$ cat src/rtl/iic_slave_eeprom.sv
// ---------------------------------------------------------------------------
// iic_slave_eeprom
// I2C target that emulates a 256-byte serial EEPROM held in fabric registers.
// It supports byte write, page write, random read and sequential read.
// SCL and SDA are oversampled on clk. SDA is driven open-drain: the block
// either pulls the line low or releases it.
//
// Ports
//   clk         system clock, at least 20x the SCL frequency
//   rst         asynchronous active-high reset
//   iic_clk     SCL from the initiator
//   iic_sda_in  resolved SDA line level
//   iic_sda_oe  1 = pull SDA low, 0 = release
//   busy        high from an address-matched START to the following STOP
//   wr_pulse    one-clk pulse per byte committed to memory
//   wr_addr_o   address of the committed byte, valid with wr_pulse
//   wr_data_o   data of the committed byte, valid with wr_pulse
// ---------------------------------------------------------------------------
module iic_slave_eeprom #(
    parameter logic [6:0]  DEV_ADDR  = 7'b1010000,
    parameter int unsigned PAGE_SIZE = 16,
    parameter logic [7:0]  INIT_VAL  = 8'hFF
) (
    input  logic       clk,
    input  logic       rst,
    input  logic       iic_clk,
    input  logic       iic_sda_in,
    output logic       iic_sda_oe,
    output logic       busy,
    output logic       wr_pulse,
    output logic [7:0] wr_addr_o,
    output logic [7:0] wr_data_o
);

    localparam int unsigned MEM_DEPTH = 256;
    localparam int unsigned CNT_W     = 4;
    localparam logic [CNT_W-1:0] BITS_PER_BYTE = CNT_W'(8);
    // Low pointer bits that advance during a page write; upper bits stay fixed
    localparam logic [7:0] PAGE_MASK = 8'(PAGE_SIZE - 1);

    typedef enum logic [3:0] {
        ST_IDLE,
        ST_DEVA,
        ST_ACK1,
        ST_WADDR,
        ST_ACK2,
        ST_WDAT,
        ST_ACK3,
        ST_RDAT,
        ST_RACK,
        ST_IGNORE
    } state_t;

    // Synchronizer and edge-history flops
    logic scl_meta, scl_sync, scl_prev;
    logic sda_meta, sda_sync, sda_prev;

    // Bus events derived from synchronized levels
    logic scl_rise, scl_fall, start_det, stop_det;

    // FSM state and datapath registers
    state_t           state, state_n;
    logic [CNT_W-1:0] bit_cnt, bit_cnt_n;
    logic [7:0]       shreg, shreg_n;
    logic [7:0]       ptr, ptr_n;
    logic             rw, rw_n;
    logic             ack_bit, ack_bit_n;
    logic             sda_oe_n, busy_n, wr_pulse_n;
    logic [7:0]       wr_addr_n, wr_data_n;
    logic             mem_we;

    logic [7:0] mem [MEM_DEPTH];
    logic [7:0] mem_rd;

    // Two-flop synchronizers. They reset to the idle (high) bus level, so
    // leaving reset on an idle bus does not create a false edge.
    always_ff @(posedge clk or posedge rst) begin
        if (rst) begin
            scl_meta <= 1'b1;
            scl_sync <= 1'b1;
            scl_prev <= 1'b1;
            sda_meta <= 1'b1;
            sda_sync <= 1'b1;
            sda_prev <= 1'b1;
        end else begin
            scl_meta <= iic_clk;
            scl_sync <= scl_meta;
            scl_prev <= scl_sync;
            sda_meta <= iic_sda_in;
            sda_sync <= sda_meta;
            sda_prev <= sda_sync;
        end
    end

    // START is an SDA fall while SCL is high; STOP is an SDA rise while SCL is high
    assign scl_rise  =  scl_sync & ~scl_prev;
    assign scl_fall  = ~scl_sync &  scl_prev;
    assign start_det =  scl_sync &  scl_prev &  sda_prev & ~sda_sync;
    assign stop_det  =  scl_sync &  scl_prev & ~sda_prev &  sda_sync;

    // Combinational read port, feeding the shift-register load
    assign mem_rd = mem[ptr];

    // State and output registers
    always_ff @(posedge clk or posedge rst) begin
        if (rst) begin
            state      <= ST_IDLE;
            bit_cnt    <= '0;
            shreg      <= '0;
            ptr        <= '0;
            rw         <= 1'b0;
            ack_bit    <= 1'b1;
            iic_sda_oe <= 1'b0;
            busy       <= 1'b0;
            wr_pulse   <= 1'b0;
            wr_addr_o  <= '0;
            wr_data_o  <= '0;
        end else begin
            state      <= state_n;
            bit_cnt    <= bit_cnt_n;
            shreg      <= shreg_n;
            ptr        <= ptr_n;
            rw         <= rw_n;
            ack_bit    <= ack_bit_n;
            iic_sda_oe <= sda_oe_n;
            busy       <= busy_n;
            wr_pulse   <= wr_pulse_n;
            wr_addr_o  <= wr_addr_n;
            wr_data_o  <= wr_data_n;
        end
    end

    // Memory array; reset restores every byte to INIT_VAL
    always_ff @(posedge clk or posedge rst) begin
        if (rst) begin
            for (int unsigned i = 0; i < MEM_DEPTH; i++) begin
                mem[i] <= INIT_VAL;
            end
        end else if (mem_we) begin
            mem[ptr] <= shreg;
        end
    end

    // Next-state and output logic. SDA changes are always made on a detected
    // SCL fall, so the registered output moves one clk after that fall.
    always_comb begin
        state_n    = state;
        bit_cnt_n  = bit_cnt;
        shreg_n    = shreg;
        ptr_n      = ptr;
        rw_n       = rw;
        ack_bit_n  = ack_bit;
        sda_oe_n   = iic_sda_oe;
        busy_n     = busy;
        wr_pulse_n = 1'b0;
        wr_addr_n  = wr_addr_o;
        wr_data_n  = wr_data_o;
        mem_we     = 1'b0;

        if (stop_det) begin
            state_n   = ST_IDLE;
            bit_cnt_n = '0;
            sda_oe_n  = 1'b0;
            busy_n    = 1'b0;
        end else if (start_det) begin
            state_n   = ST_DEVA;
            bit_cnt_n = '0;
            sda_oe_n  = 1'b0;
        end else begin
            case (state)
                // Receive states shift MSB first on SCL rise and act on the
                // SCL fall that ends the eighth bit.
                ST_DEVA, ST_WADDR, ST_WDAT: begin
                    if (scl_rise && bit_cnt != BITS_PER_BYTE) begin
                        shreg_n   = {shreg[6:0], sda_sync};
                        bit_cnt_n = bit_cnt + CNT_W'(1);
                    end else if (scl_fall && bit_cnt == BITS_PER_BYTE) begin
                        bit_cnt_n = '0;
                        if (state == ST_DEVA) begin
                            if (shreg[7:1] == DEV_ADDR) begin
                                state_n  = ST_ACK1;
                                rw_n     = shreg[0];
                                busy_n   = 1'b1;
                                sda_oe_n = 1'b1;
                            end else begin
                                state_n  = ST_IGNORE;
                            end
                        end else if (state == ST_WADDR) begin
                            ptr_n    = shreg;
                            state_n  = ST_ACK2;
                            sda_oe_n = 1'b1;
                        end else begin
                            // Commit and advance within the current page only
                            mem_we     = 1'b1;
                            wr_pulse_n = 1'b1;
                            wr_addr_n  = ptr;
                            wr_data_n  = shreg;
                            ptr_n      = (ptr & ~PAGE_MASK) | ((ptr + 8'd1) & PAGE_MASK);
                            state_n    = ST_ACK3;
                            sda_oe_n   = 1'b1;
                        end
                    end
                end

                ST_ACK1: begin
                    if (scl_fall) begin
                        bit_cnt_n = '0;
                        if (rw) begin
                            state_n  = ST_RDAT;
                            shreg_n  = mem_rd;
                            sda_oe_n = ~mem_rd[7];
                        end else begin
                            state_n  = ST_WADDR;
                            sda_oe_n = 1'b0;
                        end
                    end
                end

                ST_ACK2, ST_ACK3: begin
                    if (scl_fall) begin
                        state_n   = ST_WDAT;
                        bit_cnt_n = '0;
                        sda_oe_n  = 1'b0;
                    end
                end

                // The current bit sits on shreg[7]; each fall after a rise
                // presents the next one.
                ST_RDAT: begin
                    if (scl_rise && bit_cnt != BITS_PER_BYTE) begin
                        bit_cnt_n = bit_cnt + CNT_W'(1);
                    end else if (scl_fall && bit_cnt == BITS_PER_BYTE) begin
                        bit_cnt_n = '0;
                        sda_oe_n  = 1'b0;
                        ptr_n     = ptr + 8'd1;
                        state_n   = ST_RACK;
                    end else if (scl_fall && bit_cnt != '0) begin
                        shreg_n  = {shreg[6:0], 1'b0};
                        sda_oe_n = ~shreg[6];
                    end
                end

                // Initiator's acknowledge is sampled on the rise, acted on at the fall
                ST_RACK: begin
                    if (scl_rise) begin
                        ack_bit_n = sda_sync;
                    end else if (scl_fall) begin
                        bit_cnt_n = '0;
                        if (!ack_bit) begin
                            state_n  = ST_RDAT;
                            shreg_n  = mem_rd;
                            sda_oe_n = ~mem_rd[7];
                        end else begin
                            state_n  = ST_IGNORE;
                            sda_oe_n = 1'b0;
                        end
                    end
                end

                ST_IDLE, ST_IGNORE: begin
                    sda_oe_n = 1'b0;
                end

                default: begin
                    state_n  = ST_IDLE;
                    sda_oe_n = 1'b0;
                end
            endcase
        end
    end

endmodule

$ cat config.mk
export PLATFORM = sky130hd
export DESIGN_NAME = iic_slave_eeprom
export DESIGN_NICKNAME = d
export VERILOG_FILES = /design/src/rtl/iic_slave_eeprom.sv
export SDC_FILE = /design/constraint.sdc
export NUM_CORES = 2
export LEC_CHECK = 0
export ABC_AREA = 1
export BUFFER_PORTS_ARGS = -buffer_cell sky130_fd_sc_hd__clkbuf_2
export CAP_MARGIN = 25
export CORE_AREA = 3 3 454 636
export DETAILED_ROUTE_END_ITERATION = 12
export DIE_AREA = 0 0 457 639
export PLACE_DENSITY = 0.45
export SKIP_CTS_REPAIR_TIMING = 1
export SYNTH_ARGS = -nofsm -noshare
export SYNTH_HDL_FRONTEND = slang
export SYNTH_SLANG_ARGS = --single-unit
$ cat constraint.sdc
create_clock -name clk -period 144.1 [get_ports clk]
set_input_delay 21.615 -clock clk [delete_from_list [all_inputs] [get_ports clk]]
set_output_delay 21.615 -clock clk [all_outputs]
set_load 0.02 [all_outputs]
**Yosys cells after proc, flatten, opt, wreduce, memory -nomap -nowiden**

Index checks and enable logic that the tools add are counted.

- Flip-flop bits (word level): 2099
- Input bits: 4
- Output and inout port bits: 19

- $add $sub $neg: 2
- Order comparisons: 2
- Equality and inequality tests: 39
- Muxes and demuxes: 75
- Bitwise logic cells: 20
- Reduce and logical (&&, ||, !) cells: 27

Operator list:

| operator | number |
|---|---|
| 2048-bit bitwise mux | 1 |
| 8-bit 2-to-1 mux | 18 |
| 4-bit 2-to-1 mux | 19 |
| 8-bit binary-select mux with 8-bit select | 1 |
| 8-bit demux with 8-bit select | 1 |
| 4-bit inequality test, second input constant | 9 |
| 8-bit one-hot mux with 4 select lines | 1 |
| 1-bit 2-to-1 mux | 28 |
| 2-bit inequality test, second input constant | 14 |
| 4-bit one-hot mux with 6 select lines | 1 |
| 9-bit AND reduction | 2 |
| 4-bit by 3-bit == test with 1-bit output, second input constant | 4 |
| 8-bit one-hot mux with 2 select lines | 1 |
| 7-bit AND reduction | 2 |
| 4-bit == test, second input constant | 3 |
| 4-bit one-hot mux with 3 select lines | 1 |
| 12-bit AND reduction | 1 |
| 1-bit NOT | 11 |
| 5-bit inequality test, second input constant | 2 |
| 2-bit nonzero test | 5 |
| 9-bit >= comparator, second input constant | 1 |
| 9-bit by 1-bit < comparator with 1-bit output, second input constant | 1 |
| 8-bit NOT with 9-bit output | 1 |
| 8-bit by 1-bit adder with 8-bit output, second input constant | 1 |
| other kinds (23) | 36 |

**Longest topological paths before layout**

- Depth in word-level cells: 11
- Mapped depth: 21

**Least setup slack after synthesis**

Ideal clock, no wire load.

- Path type: reg2out
- Start point: reg iic_sda_oe
- End point: out iic_sda_oe
- Data arrival time: 425 ps
- Required time: 122485 ps
- Setup slack: 122060 ps
- Cell stages (with the launch flop): 1
- Cell sequence: dfrtp_1

RTL lines:

| element | RTL line | RTL |
|---|---|---|
| start, declared | 28 | `output logic iic_sda_oe,` |
| start signal, assigned | 125 | `iic_sda_oe <= sda_oe_n;` |

No word-level cell between the ends.

==> out/results.tsv <==
metric	value	unit
min_path_type	reg -> reg	
status	completed	
pin_count	23	
drtPass1Iterations	8	
cts_buffers	224	
htree_levels	4	
drtAntennaViolNets	0	
fin_setup_tns	0	ns
max-cap-violations	0	
yosysWarnings	0	
syn_nets	12400	
grt_max_degree	169	
end_kind	async pin	
cp_top_family	buffers and inverters	
worst_pin_slew	1.09	ns
fmax	39.4	MHz
clk_pin_slew_worst_paths	0.06	ns
design.final.nets	11900	
gr-usage-all-layers	0.233	
p_leak	42.1	nW
portBuffers	22	
start_util	0.350	
slowest_delay	0.81	ns
viasPerCell	5.14	
synthTopCellsByCount	nand2_1, o21ai_0, dfstp_2	
hold_viol	0	
yosysMostFrequentCell	nand2_1	
reg2reg_depth	20	
clock_skew	0.0359	ns
hold_slack	0.355	ns
cts_tree	done	
first_iter_violations	6255	
wl_per_cell	22.0	um
yosys.area.top_type	dfstp_2	
holdPathStages	0	
ys_ff_latch	2099	
yosys-top-cells-area	dfstp_2, nand2_1, o21ai_0, nor2_1, clkbuf_1	
die_area	0.292	mm^2
worst-path-buf-inv	8	
place.gp.congestion	0.824	
cp.depth	8	
postSynthAreaPerCell	8.01	um^2
crit_slowest_cell	buf_4	
n_fill_cell	29300	
synthesis.area	0.0990	mm^2
path_class	in -> async	
rsz0062_at_grt	false	
die_x	457	um
crit_required	145.10	ns
ys_seq_area_frac	0.556	
start_kind	input port	
synth.distinct_cells	39	
syn2layout_area_growth	9.97	%
relSlewSlack	0.266	
powerDensity	12.3	mW/mm^2
irDropWorstVdd	0.0164	mV
min_period	25.37	ns
drv_slew	0	
clockBufferDepth	4	
antenna_found_initial	10	
cts-root-buf	clkbuf_16	
num_rows	231	
fin_crit_sh	0.176	
routed_wl	347	mm
yosys.area.top_type_share	0.545	
drive_above_1_share	0.229	
grt_pass1_vias	78700	
critPathMostFrequentCell	buf_4	
synth_ff_type	dfstp_2	
dpl.hpwl	198	mm
path_cells	clkbuf_2 -> inv_8 -> buf_12 -> buf_4 -> buf_4 -> buf_4 -> buf_4 -> buf_16	
core_area	0.283	mm^2
fin_util	0.385	
fp.dieH	639	um
crit_fanout	137	
drc_errors	0	
grt_pass1_wl	523	mm
cp.arrival	26.38	ns
clk_latency	0.91	ns
postSynth.asyncResetShare	1.00	
grt_overflow	0	
syn_inst	12400	
cts_sinks	2099	
num_vias	81000	
finalSetupViolations	0	
synth-edff-count	0	
-- area by class of cell --
type,instances,area [um^2],share of cell area
flip-flops and latches,2099,55100,0.506
multi-input cells,9111,39200,0.360
clock buffers,344,6730,0.0618
well taps,3728,4660,0.0428
repair buffers,168,1600,0.0147
inverters,237,977,0.00897
clock inverters,54,631,0.00579
diodes,2,5.00,0.0000460
-- stage by stage --
| step | instances | cell area (um^2) | setup slack, ns | total power, W |
|---|---|---|---|---|
| floorplan | 12400 | 99000 | 66.59 | 0.000682 |
| global placement | 15300 | 101000 | 117.64 | 0.000757 |
| detailed placement | 15300 | 101000 | 117.57 | 0.000758 |
| CTS | 15700 | 109000 | 118.53 | 0.00136 |
| global route | 15700 | 109000 | 118.19 | 0.00139 |
| finish | 15700 | 109000 | 118.73 | 0.00134 |
-- cells in the final DEF (no fill, tap or decap), types with 12 or more instances in the layout --
cell type,count
clkbuf_8,55
buf_12,16
dfrtp_1,42
nor2_1,1615
dfstp_2,2055
o21ai_1,245
buf_4,120
nor2_4,22
clkinv_2,36
inv_2,12
nand2_1,3979
o22ai_1,81
nand3_1,74
clkbuf_1,59
nor2_2,15
o21ai_0,2876
bufinv_16,14
a21oi_1,31
nand2_2,117
inv_1,212
nand4_1,15
clkbuf_2,22
clkbuf_16,231
-- power by group --
group,total [W],internal (W),switching (W)
Sequential,0.000599,0.000595,0.00000394
Combinational,0.000151,0.0000154,0.000135
Clock,0.000594,0.000344,0.000250
-- registers in the layout, summed over array words and instances, names as in the netlist, 4 cells and up --
register,count
bit_cnt,4
mem,2048
ptr,8
shreg,8
state,4
wr_addr_o,8
wr_data_o,8
-- cells by family (layout without fill, tap and decap cells) --
| kind of cell | count (synthesis) | count (layout) | synth area share |
|---|---|---|---|
| AOI/OAI and AO/OA | 3253 | 3253 | 0.166 |
| xor gates and xnor gates | 1 | 1 | 0.0000885 |
| adders and majority gates | 6 | 6 | 0.000758 |
| buffers and inverters | 1159 | 803 | 0.0483 |
| DFF | 2099 | 2099 | 0.556 |
| muxes | 1 | 1 | 0.000101 |
| other | 0 | 2 | 0 |
| and+or+nand+nor | 5850 | 5850 | 0.229 |
-- path summary, 6_finish.rpt --
check	startpoint	to	slack, ns
worst max-delay path	rst	mem[1744]	118.73
worst min-delay path	sda_meta	sda_sync	0.36
worst max register to register	ptr[0]	iic_sda_oe	138.02
worst min register to register	sda_meta	sda_sync	0.36
max in group clk	wr_data_o[5]	wr_data_o[5]	121.05
min in group asynchronous	rst	mem[1296]	21.20
-- layer usage --
layer	share of wire	wire (um)	vias up	GRT usage
li1	-	-	38800	-
met3	0.040	13900	456	0.0247
met1	0.45	154000	40000	0.312
met2	0.48	168000	1700	0.398
met5	0.000037	13	-	0
met4	0.031	10700	2	0.0668
(Power assumes the default switching activity.)
